$ cat src/rtl/result_acc_pkg.sv
// result_acc_pkg: shared state encoding and width helpers for result_accumulator.
package result_acc_pkg;

    typedef enum logic [1:0] {IDLE, ACC, DONE} state_e;

    localparam int DROP_W = 8;

    function automatic int SUM_W(input int frame_len);
        return 16 + $clog2(frame_len);
    endfunction

endpackage

$ cat src/rtl/result_accumulator_if.sv
// result_accumulator_if: sample/result bus of result_accumulator.
// drop_cnt exists only when RESULT_ACC_DROP_CNT_EN is defined.
interface result_accumulator_if #(parameter int FRAME_LEN = 16);
    import result_acc_pkg::*;

    logic                         start;
    logic                         in_valid;
    logic [15:0]                  data_in;
    logic                         out_valid;
    logic                         out_ready;
    logic [SUM_W(FRAME_LEN)-1:0]  sum;
    logic [15:0]                  max;
    logic [15:0]                  mean;
    logic                         busy;
`ifdef RESULT_ACC_DROP_CNT_EN
    logic [DROP_W-1:0]            drop_cnt;

    modport master (output start, in_valid, data_in, out_ready,
                    input out_valid, sum, max, mean, busy, drop_cnt);
    modport slave  (input start, in_valid, data_in, out_ready,
                    output out_valid, sum, max, mean, busy, drop_cnt);
`else
    modport master (output start, in_valid, data_in, out_ready,
                    input out_valid, sum, max, mean, busy);
    modport slave  (input start, in_valid, data_in, out_ready,
                    output out_valid, sum, max, mean, busy);
`endif

endinterface

$ cat src/rtl/result_accumulator_vld_delay.sv
// vld_delay: LATENCY-stage strobe delay so in_valid lines up with the multiply result.
module vld_delay #(
    parameter int LATENCY = 3
) (
    input  logic clk,
    input  logic rst,
    input  logic in_valid,
    output logic aligned
);

    logic [LATENCY-1:0] sr_q, sr_d;

    always_comb sr_d = LATENCY'({sr_q, in_valid});

    always_ff @(posedge clk) sr_q <= rst ? '0 : sr_d;

    assign aligned = sr_q[LATENCY-1];

endmodule

$ cat src/rtl/result_accumulator.sv
// result_accumulator: frames FRAME_LEN aligned multiply results into sum/max/mean.
// Define RESULT_ACC_DROP_CNT_EN to count samples discarded while a result waits.
module result_accumulator
    import result_acc_pkg::*;
#(
    parameter int LATENCY   = 3,
    parameter int FRAME_LEN = 16
) (
    input logic clk,
    input logic rst,
    result_accumulator_if.slave bus
);

    localparam int SW = SUM_W(FRAME_LEN);
    localparam int LG = $clog2(FRAME_LEN);

    state_e        state_q, state_d;
    logic [SW-1:0] acc_q, acc_d, sum_q, sum_d, acc_nxt;
    logic [15:0]   run_max_q, run_max_d, max_q, max_d, max_nxt;
    logic [LG-1:0] cnt_q, cnt_d;
    logic          aligned, take, last, clr;
`ifdef RESULT_ACC_DROP_CNT_EN
    logic [DROP_W-1:0] drop_q, drop_d;
`endif

    vld_delay #(.LATENCY(LATENCY)) u_vld (
        .clk      (clk),
        .rst      (rst),
        .in_valid (bus.in_valid),
        .aligned  (aligned)
    );

    always_ff @(posedge clk) begin
        if (rst) begin
            state_q   <= IDLE;
            acc_q     <= '0;
            run_max_q <= '0;
            cnt_q     <= '0;
            sum_q     <= '0;
            max_q     <= '0;
`ifdef RESULT_ACC_DROP_CNT_EN
            drop_q    <= '0;
`endif
        end else begin
            state_q   <= state_d;
            acc_q     <= acc_d;
            run_max_q <= run_max_d;
            cnt_q     <= cnt_d;
            sum_q     <= sum_d;
            max_q     <= max_d;
`ifdef RESULT_ACC_DROP_CNT_EN
            drop_q    <= drop_d;
`endif
        end
    end

    always_comb begin
        take    = state_q == ACC && aligned;
        last    = take && cnt_q == LG'(FRAME_LEN - 1);
        state_d = state_q == IDLE ? (bus.start ? ACC : IDLE)
                : state_q == ACC  ? (last ? DONE : ACC)
                : bus.out_ready   ? (bus.start ? ACC : IDLE) : DONE;
    end

    // Every entry to ACC starts a fresh frame, including the DONE->ACC shortcut.
    always_comb begin
        clr       = state_d == ACC && state_q != ACC;
        acc_nxt   = acc_q + SW'(bus.data_in);
        max_nxt   = bus.data_in > run_max_q ? bus.data_in : run_max_q;
        acc_d     = clr ? '0 : take ? acc_nxt : acc_q;
        run_max_d = clr ? '0 : take ? max_nxt : run_max_q;
        cnt_d     = clr ? '0 : take ? cnt_q + LG'(1) : cnt_q;
        sum_d     = last ? acc_nxt : sum_q;
        max_d     = last ? max_nxt : max_q;
`ifdef RESULT_ACC_DROP_CNT_EN
        drop_d    = clr ? '0
                  : (state_q == DONE && aligned && drop_q != '1) ? drop_q + DROP_W'(1) : drop_q;
`endif
    end

    always_comb begin
        bus.out_valid = state_q == DONE;
        bus.busy      = state_q == ACC;
        bus.sum       = sum_q;
        bus.max       = max_q;
        bus.mean      = 16'(sum_q >> LG);
`ifdef RESULT_ACC_DROP_CNT_EN
        bus.drop_cnt  = drop_q;
`endif
    end

endmodule

$ cat src/flat_wrapper.sv
// flat-port wrapper written by rule: the top's interface ports become plain ports
module result_accumulator_flat import result_acc_pkg::*;
#(
    parameter int LATENCY   = 3,
    parameter int FRAME_LEN = 16
)
  (clk, rst, bus_start, bus_in_valid, bus_data_in, bus_out_ready, bus_out_valid, bus_sum, bus_max, bus_mean, bus_busy);
  result_accumulator_if #(.FRAME_LEN(FRAME_LEN)) bus_i ();
  input logic clk;
  input logic rst;
  input wire logic [$bits(bus_i.start)-1:0] bus_start;
  input wire logic [$bits(bus_i.in_valid)-1:0] bus_in_valid;
  input wire logic [$bits(bus_i.data_in)-1:0] bus_data_in;
  input wire logic [$bits(bus_i.out_ready)-1:0] bus_out_ready;
  output wire logic [$bits(bus_i.out_valid)-1:0] bus_out_valid;
  output wire logic [$bits(bus_i.sum)-1:0] bus_sum;
  output wire logic [$bits(bus_i.max)-1:0] bus_max;
  output wire logic [$bits(bus_i.mean)-1:0] bus_mean;
  output wire logic [$bits(bus_i.busy)-1:0] bus_busy;
  assign bus_i.start = bus_start;
  assign bus_i.in_valid = bus_in_valid;
  assign bus_i.data_in = bus_data_in;
  assign bus_i.out_ready = bus_out_ready;
  assign bus_out_valid = bus_i.out_valid;
  assign bus_sum = bus_i.sum;
  assign bus_max = bus_i.max;
  assign bus_mean = bus_i.mean;
  assign bus_busy = bus_i.busy;
  result_accumulator #(.LATENCY(LATENCY), .FRAME_LEN(FRAME_LEN)) u_core (.clk(clk), .rst(rst), .bus(bus_i));
endmodule
$ cat config.mk
export PLATFORM = sky130hd
export DESIGN_NAME = result_accumulator_flat
export DESIGN_NICKNAME = d
export VERILOG_FILES = /design/src/rtl/result_acc_pkg.sv /design/src/rtl/result_accumulator_if.sv /design/src/rtl/result_accumulator_vld_delay.sv /design/src/rtl/result_accumulator.sv /design/src/flat_wrapper.sv
export SDC_FILE = /design/constraint.sdc
export NUM_CORES = 1
export LEC_CHECK = 0
export BUFFER_PORTS_ARGS = -buffer_cell sky130_fd_sc_hd__buf_2
export CORE_ASPECT_RATIO = 2
export CORE_MARGIN = 4
export CORE_UTILIZATION = 51
export CTS_CLUSTER_SIZE = 25
export DETAILED_ROUTE_END_ITERATION = 12
export GPL_TIMING_DRIVEN = 0
export PLACE_DENSITY = 0.76
export SYNTH_ARGS = -nofsm -noshare
export SYNTH_HDL_FRONTEND = slang
export SYNTH_SLANG_ARGS = --single-unit
$ cat constraint.sdc
create_clock -name clk -period 2.1 [get_ports clk]
set_input_delay 0.21 -clock clk [delete_from_list [all_inputs] [get_ports clk]]
set_output_delay 0.21 -clock clk [all_outputs]
set_load 0.01 [all_outputs]
Word-level counts from Yosys, hierarchy flattened
Index checks and enable logic that the tools add are counted.
{"block": "totals", "register_bits": 81}
{"block": "classes", "n_addsub": 2, "n_reduce_logical": 5, "n_mux": 6, "order_cmp": 1, "n_eq_ne": 5}
{"cell": "$add 20x16->20", "count": 1}
{"cell": "$gt 16x16->1", "count": 1}
{"cell": "$mux 16", "count": 1}
{"cell": "$mux 2", "count": 4}
{"cell": "$add 4x1->4 const B", "count": 1}
{"cell": "$eq 2x1->1 const B", "count": 2}
{"cell": "$eq 4x4->1 const B", "count": 1}
{"cell": "$logic_and 1x1->1", "count": 3}
{"cell": "$eq 2x2->1 const B", "count": 1}
{"cell": "$logic_not 2->1", "count": 1}
{"cell": "$ne 2x1->1 const B", "count": 1}
{"cell": "$reduce_or 2->1", "count": 1}
{"cell": "$mux 1", "count": 1}

Depth between registers and ports, before layout
Gate-level depths: netlist (run 1).
{"block": "logic_depth", "depth_word": 9, "ltp_mapped": 10, "depth_no_buf": 9}

Cells and area by module
Synthesis (run 1) repeated with hierarchy kept, for this count alone.
{"block": "hier_totals", "cells_unflattened": 522, "hier_area_um2": 4540.6}
{"mod": "result_accumulator", "cells_each": 516, "n_inst": 1, "seq_area_each_um2": 1561.5, "area_each_um2": 4461.8}
{"mod": "vld_delay", "cells_each": 6, "n_inst": 1, "seq_area_each_um2": 60.1, "area_each_um2": 78.8}

Worst setup path after synthesis (run 1)
Ideal clock, no wire load.
{"block": "synth_path", "kind": "reg2reg", "startpoint": "register u_core.acc_q[7]", "endpoint": "register u_core.sum_q[15] (netlist: u_core.bus.sum[15])", "required_time_ns": 1.978, "synth_period_minus_slack_ns": 2.205, "n_path_buf": 0, "path_stages_with_launch": 8, "arrival_ns": 2.083, "setup_slack_ns": -0.105, "cell_sequence": "dfxtp_1 -> ha_1 -> and3_1 -> a221o_2 -> o211ai_4 -> a21oi_1 -> and4_1 -> a311o_1"}
{"block": "synth_between", "elab_chain_len": 1}
{"element": "start, declared", "line": "result_accumulator.sv:18", "rtl": "logic [SW-1:0] acc_q, acc_d, sum_q, sum_d, acc_nxt;"}
{"element": "start signal, assigned", "line": "result_accumulator.sv:36", "rtl": "acc_q <= '0;"}
{"element": "start signal, assigned", "line": "result_accumulator.sv:46", "rtl": "acc_q <= acc_d;"}
{"element": "$add 20x16->20", "line": "result_accumulator.sv:68", "rtl": "acc_nxt = acc_q + SW'(bus.data_in);"}
{"element": "end signal, assigned", "line": "result_accumulator.sv:49", "rtl": "sum_q <= sum_d;"}
{"element": "end, declared", "line": "result_accumulator.sv:18"}
Every way passes these cells.
A chain may end at the register's enable or synchronous reset.

Worst setup path after layout (run 1)
{"block": "layout_path", "startpoint": "register u_core.acc_q[0]", "endpoint": "register u_core.acc_q[8]"}
{"block": "layout_between", "elab_chain_len": 1}
{"element": "$add 20x16->20", "line": "result_accumulator.sv:68"}
Every way passes these cells.

==> impl_metrics.toml, run 1 <==
[timing]
tns_ps = -14800
hold_viol_final = 0
post-route-period-util_pct = 118.8
relSlewSlack_pct = 44.10
max_freq_mhz = 400.9
setup_slack_ps = -394.4
period_needed_ps = 2494
rsz0062_at_grt = "true"
setup_viol = 58
worst_pin_slew_ps = 838.5
whs_ps = 73.32
fin_worst_skew_ps = 5.754
slew_viol_final = 0

[route]
wl_per_cell_um = 23.34
drt_iter0_markers = 527
first_pass_iters = 5
ant_nets = 0
drc_errors = 0
vias_per_cell = 6.523
route.vias.total = 4886
drt_wl_total_mm = 17.48

[critical_path]
critical_path_class = "reg -> reg"
crit_path_end_kind = "flip-flop"
r2r-start = "u_core.acc_q[0]"
cpMaxStageDelayCell = "fa_2"
critPathLaunch = "u_core.acc_q[0]"
start_kind = "flip-flop"
cp.arrival_ps = 2760
critPathMaxFanout = 4
required_ps = 2360
slowest_delay_ps = 380
path_cells = "ha_4, fa_2, a211oi_4, o21bai_4, buf_6, buf_6, a21oi_2, o21bai_1, xor2_1, nand2_1, a21oi_2"

[yosys]
syn_nets = 577
yosysUniqueCellTypes = 56
synthCells = 522
synth_seq_cells = 81
yosys.area.top_type = "dfxtp_1"
synth_edf_count = 0
ys.warnings.count = 0
synth_adder_area_share_pct = 9.727
syn_area_um2 = 4451
ys_top_cells_by_count = "81 x dfxtp_1, 68 x nand2_1, 59 x a21oi_1"
synth.area.top_cells = "dfxtp_1 36%, ha_1 9.3%, a21oi_1 6.6%"
async_flop_share_pct = 0
synth_simple_gate_area_share_pct = 18.44
synth_mux_area_share_pct = 3.823
synth_compound_area_share_pct = 20.33
synth_ff_type = "dfxtp_1"
yosysMostFrequentCell = "dfxtp_1"
ys_seq_area_share_pct = 36.44
yosysTopAreaCellShare_pct = 36.44
synth_top_family_by_area = "compound AO/OA/AOI/OAI gates"
synth-xor-area-share_pct = 3.149
synth.avg_cell_area_um2 = 8.526

[clocking]
cts_tree = "done"
clock_tree.buffer_depth = 2
ctsHoldBuffers = 0
clk_pin_slew_ps = 60
cts_sinks = 81
htree_levels = 3
insertion_delay_ps = 350
root_buffer = "clkbuf_16"
cts-buffers-inserted = 9

[final_layout]
final_layout_size_suffix_gt1_share_pct = 41.76
final_area_um2 = 6395
syn2layout_area_growth_pct = 43.69
fillers = 539
num_antenna_cells = 0
fin_nets = 699

[floorplan]
die_area_um2 = 10380
die_y_um = 140.1
fp.coreArea_um2 = 8588
start_util_pct = 51.82
die_w_um = 74.06
io_pins = 75
row_count = 48

[placed_design]
placement.io_buffers = 73
hpwl_mm = 9.451
gp_congestion = 0.9107
place_area_um2 = 5004

[status]
violations = "setup timing"
outcome = "finished with violations"

[power_and_ir_drop]
power.switching_mw = 0.9483
ir_drop_v = 0.0007888
p_int_mw = 2.870
clkPwrFrac_pct = 47.8
combPwrFrac_pct = 11.6
powerDensity_nw_per_um2 = 597.0
p_leak_nw = 2.676
seqPwrFrac_pct = 40.6
total_power_mw = 3.818
swShare_pct = 24.84

[grt]
grt_first_pass_wirelength_mm = 22.98
antenna_found_initial = 0
overflow = 0
grt_max_degree = 15
grt_use_total_pct = 28.58
grt_pass1_vias = 4688

[flow_run]
max-cap-violations = 0

[min_path]
holdCritPathClass = "in -> reg"
hold_start = "bus_in_valid"
cells in the final DEF, fill, tap and decap left out, types with 4 or more instances in the layout:
cell | Yosys | layout
a21oi_1 | 59 | 44
a21oi_2 | 0 | 12
a31oi_1 | 5 | 4
buf_2 | 4 | 74
buf_4 | 18 | 38
buf_6 | 0 | 16
clkbuf_1 | 19 | 11
clkbuf_16 | 0 | 11
clkbuf_2 | 0 | 5
clkbuf_8 | 4 | 4
dfxtp_1 | 81 | 74
dfxtp_2 | 0 | 6
ha_1 | 33 | 22
ha_4 | 0 | 10
inv_1 | 20 | 18
mux2i_1 | 17 | 14
nand2_1 | 68 | 64
nand2_2 | 0 | 4
nand2b_1 | 6 | 5
nand3_1 | 33 | 17
nand3_2 | 0 | 14
nand4_1 | 12 | 12
nor2_1 | 16 | 15
nor2b_1 | 6 | 5
o21ai_0 | 26 | 22
o31ai_2 | 0 | 14
xnor2_1 | 7 | 4
xor2_1 | 9 | 8
sequential cells by signal, indices dropped and copies added (netlist names):
| signal | cells |
|---|---|
| u_core.acc_q | 20 |
| u_core.bus.sum | 20 |
| u_core.bus.max | 16 |
| u_core.run_max_q | 16 |
| u_core.cnt_q | 4 |
| u_core.u_vld.sr_q | 3 |
| u_core.state_q | 2 |
final cells by class:
| class | count | area, µm² | share of cell area [%] |
|---|---|---|---|
| multi-input combinational | 375 | 3127 | 48.89 |
| sequential | 81 | 1633 | 25.53 |
| timing repair buffer | 111 | 740.7 | 11.58 |
| buffer | 46 | 347.8 | 5.439 |
| clock buffer | 9 | 225.2 | 3.522 |
| tap | 100 | 125.1 | 1.957 |
| clock inverter | 7 | 118.9 | 1.859 |
| inverter | 20 | 77.57 | 1.213 |
worst max-delay path, delay by kind of cell, from the launching register on:
| family | cells | cell delay [ps] |
|---|---|---|
| simple gates | 1 | 120 |
| fa+ha+maj | 2 | 550 |
| buf+inv | 2 | 250 |
| xor+xnor | 1 | 290 |
| compound gates | 5 | 850 |
| flops | 1 | 340 |
power by group through the flow:
stage                     sequential [mW]  clock [mW]  combinational [mW]
after floorplan                      1.58           0               0.196
after global placement               1.58           0               0.297
after detailed placement             1.58           0               0.302
after CTS                            1.55        1.81               0.358
after global routing                 1.55        1.88               0.463
final                                1.55        1.83               0.444
logic make-up (layout without fill, tap and decap cells):
kind of cell | Yosys count | after routing
simple gates | 166 | 166
buf+inv | 66 | 193
xor+xnor | 16 | 16
mux | 17 | 17
fa+ha+maj | 34 | 34
flops | 81 | 81
compound gates | 142 | 142
final timing paths:
path              depth (start not counted)  slack [ps]                    to
setup / recovery                         11        -390       u_core.acc_q[8]
hold / removal                            2          70  u_core.u_vld.sr_q[0]
setup reg to reg                         11        -390       u_core.acc_q[8]
hold reg to reg                           1         440  u_core.u_vld.sr_q[2]
routing by layer:
metal | vias up | wire (µm) | track usage (%)
li1 | 2104 | - | -
met1 | 2262 | 5637 | 29.28
met2 | 377 | 8761 | 49.30
met3 | 143 | 1447 | 6.466
met4 | 0 | 1632 | 19.39
met5 | - | 0 | 0
stage by stage:
| step | utilization, % | cells | setup slack, ps |
|---|---|---|---|
| final | 74.46 | 749 | -394.4 |
| after global placement | 58.26 | 695 | -412.1 |
| after floorplan | - | 522 | -4.031 |
| after CTS | 68.68 | 732 | -166.7 |
| after detailed placement | 58.26 | 695 | -413.0 |
| after global routing | 74.46 | 749 | -427.1 |
what timing repair did:
action / in CTS / in global routing
setup buffers: 18 / 17
pin swaps: 36 / 34
endpoints found under the setup margin: 64 / 67
gates resized for setup: 78 / 82
gates cloned: 3 / 0
Power figures use the tool's default switching activity.
==> inputs of run 2 (changes only) <==
--- a/config.mk
+++ b/config.mk
@@ -12,6 +12,7 @@
 export CTS_CLUSTER_SIZE = 25
 export DETAILED_ROUTE_END_ITERATION = 12
 export GPL_TIMING_DRIVEN = 0
+export MAX_ROUTING_LAYER = met4
 export PLACE_DENSITY = 0.76
 export SYNTH_ARGS = -nofsm -noshare
 export SYNTH_HDL_FRONTEND = slang
==> run 2 against run 1 <==
Effect of this change: the run still ends with setup timing left; non-clock buffer count is 3 lower; power is 9.9% lower; count of clock-buffer cells in the layout is 2 higher; sequential share of layout area is 0.52 points higher.
==> impl_metrics.toml, run 2 (synthesized netlist as in run 1, its figures left out) <==
[status]
outcome = "finished with violations"
violations = "setup timing"

[clocking]
clock_tree.buffer_depth = 2
insertion_delay_ps = 350
root_buffer = "clkbuf_16"
cts_sinks = 81
clk_pin_slew_ps = 60
cts-buffers-inserted = 9
ctsHoldBuffers = 0
htree_levels = 3
cts_tree = "done"

[final_layout]
fin_nets = 696
final_layout_size_suffix_gt1_share_pct = 42.39
final_cells = 744
num_antenna_cells = 0
final_common_cell = "buf_2"
fin_util_pct = 73.08
final_area_um2 = 6276
fillers = 565
syn2layout_area_growth_pct = 41.02
multi_input_area_um2 = 3120
final_cell_mix = "74 x buf_2, 72 x dfxtp_1, 66 x nand2_1"
regArea_um2 = 1635

[placed_design]
gp_congestion = 0.9302
hpwl_mm = 9.604
numPlacedInstances = 695
place_area_um2 = 5004
placement.io_buffers = 73
preCtsSetupSlack_ps = -418.5

[timing]
slew_viol_final = 0
setup_slack_ps = -322.6
tns_ps = -11970
max_freq_mhz = 412.8
setup_viol = 56
period_needed_ps = 2423
hold_viol_final = 0
fin_worst_skew_ps = 8.936
whs_ps = 85.33
rsz0062_at_grt = "true"
worst_pin_slew_ps = 854.3
relSlewSlack_pct = 43.05
post-route-period-util_pct = 115.4

[floorplan]
die_y_um = 140.1
die_area_um2 = 10380
start_util_pct = 51.82
die_w_um = 74.06
row_count = 48
io_pins = 75
fp.coreArea_um2 = 8588

[power_and_ir_drop]
ir_drop_v = 0.0005079
total_power_mw = 3.441
powerDensity_nw_per_um2 = 548.3
p_leak_nw = 2.609

[critical_path]
critical_path_class = "reg -> reg"
r2r-start = "u_core.run_max_q[3]"
critPathLaunch = "u_core.run_max_q[3]"
endpoint = "u_core.run_max_q[14]"
crit_path_end_kind = "flip-flop"
timing.rr.end = "u_core.run_max_q[14]"
critPathMaxFanout = 5
reg2reg_slack_ps = -320
required_ps = 2350
cp.arrival_ps = 2670
rr_worst_depth = 10
start_kind = "flip-flop"

[grt]
grt_use_total_pct = 29.16
grt_pass1_vias = 4625
grt_first_pass_wirelength_mm = 22.65
grt_max_degree = 13
overflow = 0
antenna_found_initial = 0

[route]
first_pass_iters = 5
drc_errors = 0
wl_per_cell_um = 21.19
ant_nets = 0
drt_iter0_markers = 430
drt_wl_total_mm = 15.76
vias_per_cell = 6.371
route.vias.total = 4740

[min_path]
holdCritPathClass = "in -> reg"

[flow_run]
max-cap-violations = 0
run 2: power by group:
group          leakage, nW  internal (mW)  switching (mW)
logic                 1.82          0.159           0.266
clock network        0.133          0.847           0.621
registers            0.658           1.54         0.00573
run 2: worst min-delay path by stage:
stage,start,end,slack (ps),cells past startpoint
floorplan,bus_in_valid,u_core.u_vld.sr_q[0],340,1
global placement,u_core.u_vld.sr_q[0],u_core.u_vld.sr_q[1],430,1
detailed placement,bus_in_valid,u_core.u_vld.sr_q[0],430,2
CTS,bus_in_valid,u_core.u_vld.sr_q[0],90,2
global route,bus_in_valid,u_core.u_vld.sr_q[0],100,2
finish,bus_in_valid,u_core.u_vld.sr_q[0],90,2
run 2: cell type report:
type | count | share of cell area [%]
plain buffers | 45 | 5.642
clock buffers | 11 | 4.027
clock inverters | 3 | 0.2791
inverters | 20 | 1.196
multi-input cells | 375 | 49.72
flip-flops and latches | 81 | 26.06
well taps | 100 | 1.994
repair buffers | 109 | 11.08
run 2: what timing repair did:
item,in CTS,in global routing
hold endpoints to repair,0,0
gates resized for setup,80,85
endpoints found under the setup margin,63,67
cloned,3,0
pin swaps,45,40
setup buffers,19,14
run 2: metal layers:
layer	vias to the layer above	share of wire, %	track usage, %
met5	-	0	-
met4	0	6.9	19.77
met3	104	6.6	5.819
met2	293	52	48.50
met1	2249	35	29.62
li1	2094	-	-
run 2: worst max-delay path, cell delays in order, from the launching register on:
cell and delay, ps:
dfxtp_1 350, inv_1 90, ha_1 370, a21oi_1 150, a2111o_1 440, o211a_4 170
nor3_4 260, buf_6 160, buf_8 130, nand3_2 80, o31ai_2 110
==> inputs of run 3 (changes only) <==
==> constraint.sdc (replaced) <==
create_clock -name clk -period 2.1 [get_ports clk]
set_input_delay 0.21 -clock clk [delete_from_list [all_inputs] [get_ports clk]]
set_output_delay 0.21 -clock clk [all_outputs]
set_load 0.1 [all_outputs]
==> run 3 against run 2 <==
Effect of this change: the flow still finishes with violations (setup timing); sequential share of layout area is 0.16 points higher; sequential power about the same; non-clock buffer count is 2 higher; largest power group unchanged; design area is 0.40% lower; critical path type unchanged; first-iteration DRC count increased by 4.0%; highest routed layer unchanged; utilization down 0.29 points; clock skew is 2.4 ps lower; hold slack gained 32 ps.
==> impl_metrics.toml, run 3 (synthesized netlist as in run 1, its figures left out) <==
[status]
outcome = "finished with violations"
violations = "setup timing"

[critical_path]
critPathLaunch = "u_core.run_max_q[1]"
start_kind = "flip-flop"
cpMaxStageDelayCell = "a2111o_1"
critical_path_class = "reg -> reg"
cp.arrival_ps = 2690
cp_top_family = "compound AO/OA/AOI/OAI gates"
critPathMaxFanout = 5
critical_path_depth = 12
path_buf_inv = 4
crit_path_end_kind = "flip-flop"
cp_common_cell = "buf_6"
r2r-start = "u_core.run_max_q[1]"
required_ps = 2360
rr_worst_depth = 12
slowest_delay_ps = 390
path_cells = "inv_2, ha_4, nor2b_4, o211ai_1, a2111o_1, o211a_1, buf_6, nor3_4, buf_6, buf_6, nand3_1, o31ai_2"

[min_path]
hold_start = "bus_in_valid"
holdPathStages = 2
holdCritPathClass = "in -> reg"

[placed_design]
hpwl_mm = 9.570
placement.io_buffers = 73
gp_congestion = 0.8915
preCtsSetupSlack_ps = -466.3
numPlacedInstances = 695

[power_and_ir_drop]
p_leak_nw = 2.625
powerDensity_nw_per_um2 = 569.2
ir_drop_v = 0.0006528
total_power_mw = 3.558

[timing]
period_needed_ps = 2435
worst_pin_slew_ps = 861.4
relSlewSlack_pct = 42.58
setup_slack_ps = -335.2
slew_viol_final = 0
max_freq_mhz = 410.7
hold_viol_final = 0
whs_ps = 117.0
rsz0062_at_grt = "true"
fin_worst_skew_ps = 6.524
post-route-period-util_pct = 116.0
setup_viol = 56

[final_layout]
fin_util_pct = 72.79
final_common_cell = "buf_2"
final_cell_mix = "73 x buf_2, 69 x dfxtp_1, 67 x nand2_1"
num_antenna_cells = 0
syn2layout_area_growth_pct = 40.46
fin_nets = 698
final_cells = 747
multi_input_area_um2 = 3063
final_layout_size_suffix_gt1_share_pct = 40.03
fillers = 594
regArea_um2 = 1639

[route]
drt_iter0_markers = 447
drc_errors = 0
vias_per_cell = 6.274
first_pass_iters = 5
wl_per_cell_um = 20.88
ant_nets = 0
drt-met1-wl_mm = 5.431
dr_wl_met2_mm = 7.997
routed-wl-met3_mm = 1.079
route.vias.total = 4687
top_layer = "met4"
drt_wl_total_mm = 15.60

[grt]
antenna_found_initial = 0
grt_pass1_vias = 4730
overflow = 0
grt_max_degree = 13
grt_use_total_pct = 29.83
grt_first_pass_wirelength_mm = 23.15

[floorplan]
die_y_um = 140.1
start_util_pct = 51.82
fp.coreArea_um2 = 8588
die_w_um = 74.06
row_count = 48
io_pins = 75
die_area_um2 = 10380

[clocking]
clk_pin_slew_ps = 60
htree_levels = 3
ctsHoldBuffers = 0
cts_tree = "done"
clock_tree.buffer_depth = 2
cts_sinks = 81
insertion_delay_ps = 350
cts-buffers-inserted = 9
root_buffer = "clkbuf_16"

[flow_run]
max-cap-violations = 0
## run 3: changes by cell type in the layout (fill, tap and decap cells not counted), sizes merged
cell,delta
inv,-1
bufinv,+1
clkbuf,+3
clkinv,-1
clkinvlp,+1
## run 3: cell type report
cell class	count	share of cell area, %
tap	100	2.002
sequential	81	26.22
multi-input combinational	375	49.00
clock inverter	3	0.6805
timing repair buffer	110	11.59
clock buffer	12	3.783
buffer	46	5.464
inverter	20	1.261
## run 3: metrics by stage
stage	setup TNS, ps	area (µm²)
floorplan	-3.897	4543
global placement	-12950	5034
detailed placement	-14370	5034
CTS	-5053	5958
global route	-17190	6251
finish	-12390	6251
## run 3: power breakdown
part | total [mW] | internal [mW] | switching [mW]
clock network | 1.55 | 0.913 | 0.640
logic | 0.455 | 0.177 | 0.278
registers | 1.55 | 1.54 | 0.00579
total | 3.56 | 2.63 | 0.924
## run 3: timing repair
action | CTS | global route
resized for setup | 83 | 51
pin swaps | 42 | 29
buffers inserted | 26 | 8
setup endpoints to repair | 54 | 60
cloned | 4 | 0
## run 3: metal layers
metal  vias to the layer above  track usage, %
met5                         -               -
li1                       2107               -
met3                        93           6.034
met1                      2225           29.51
met2                       262           50.33
met4                         0           20.34
## run 3: worst paths after layout
path              slack (ps)                   end
setup / recovery        -340   u_core.run_max_q[8]
setup reg to reg        -340   u_core.run_max_q[8]
hold reg to reg          440  u_core.u_vld.sr_q[2]
hold / removal           120  u_core.u_vld.sr_q[0]
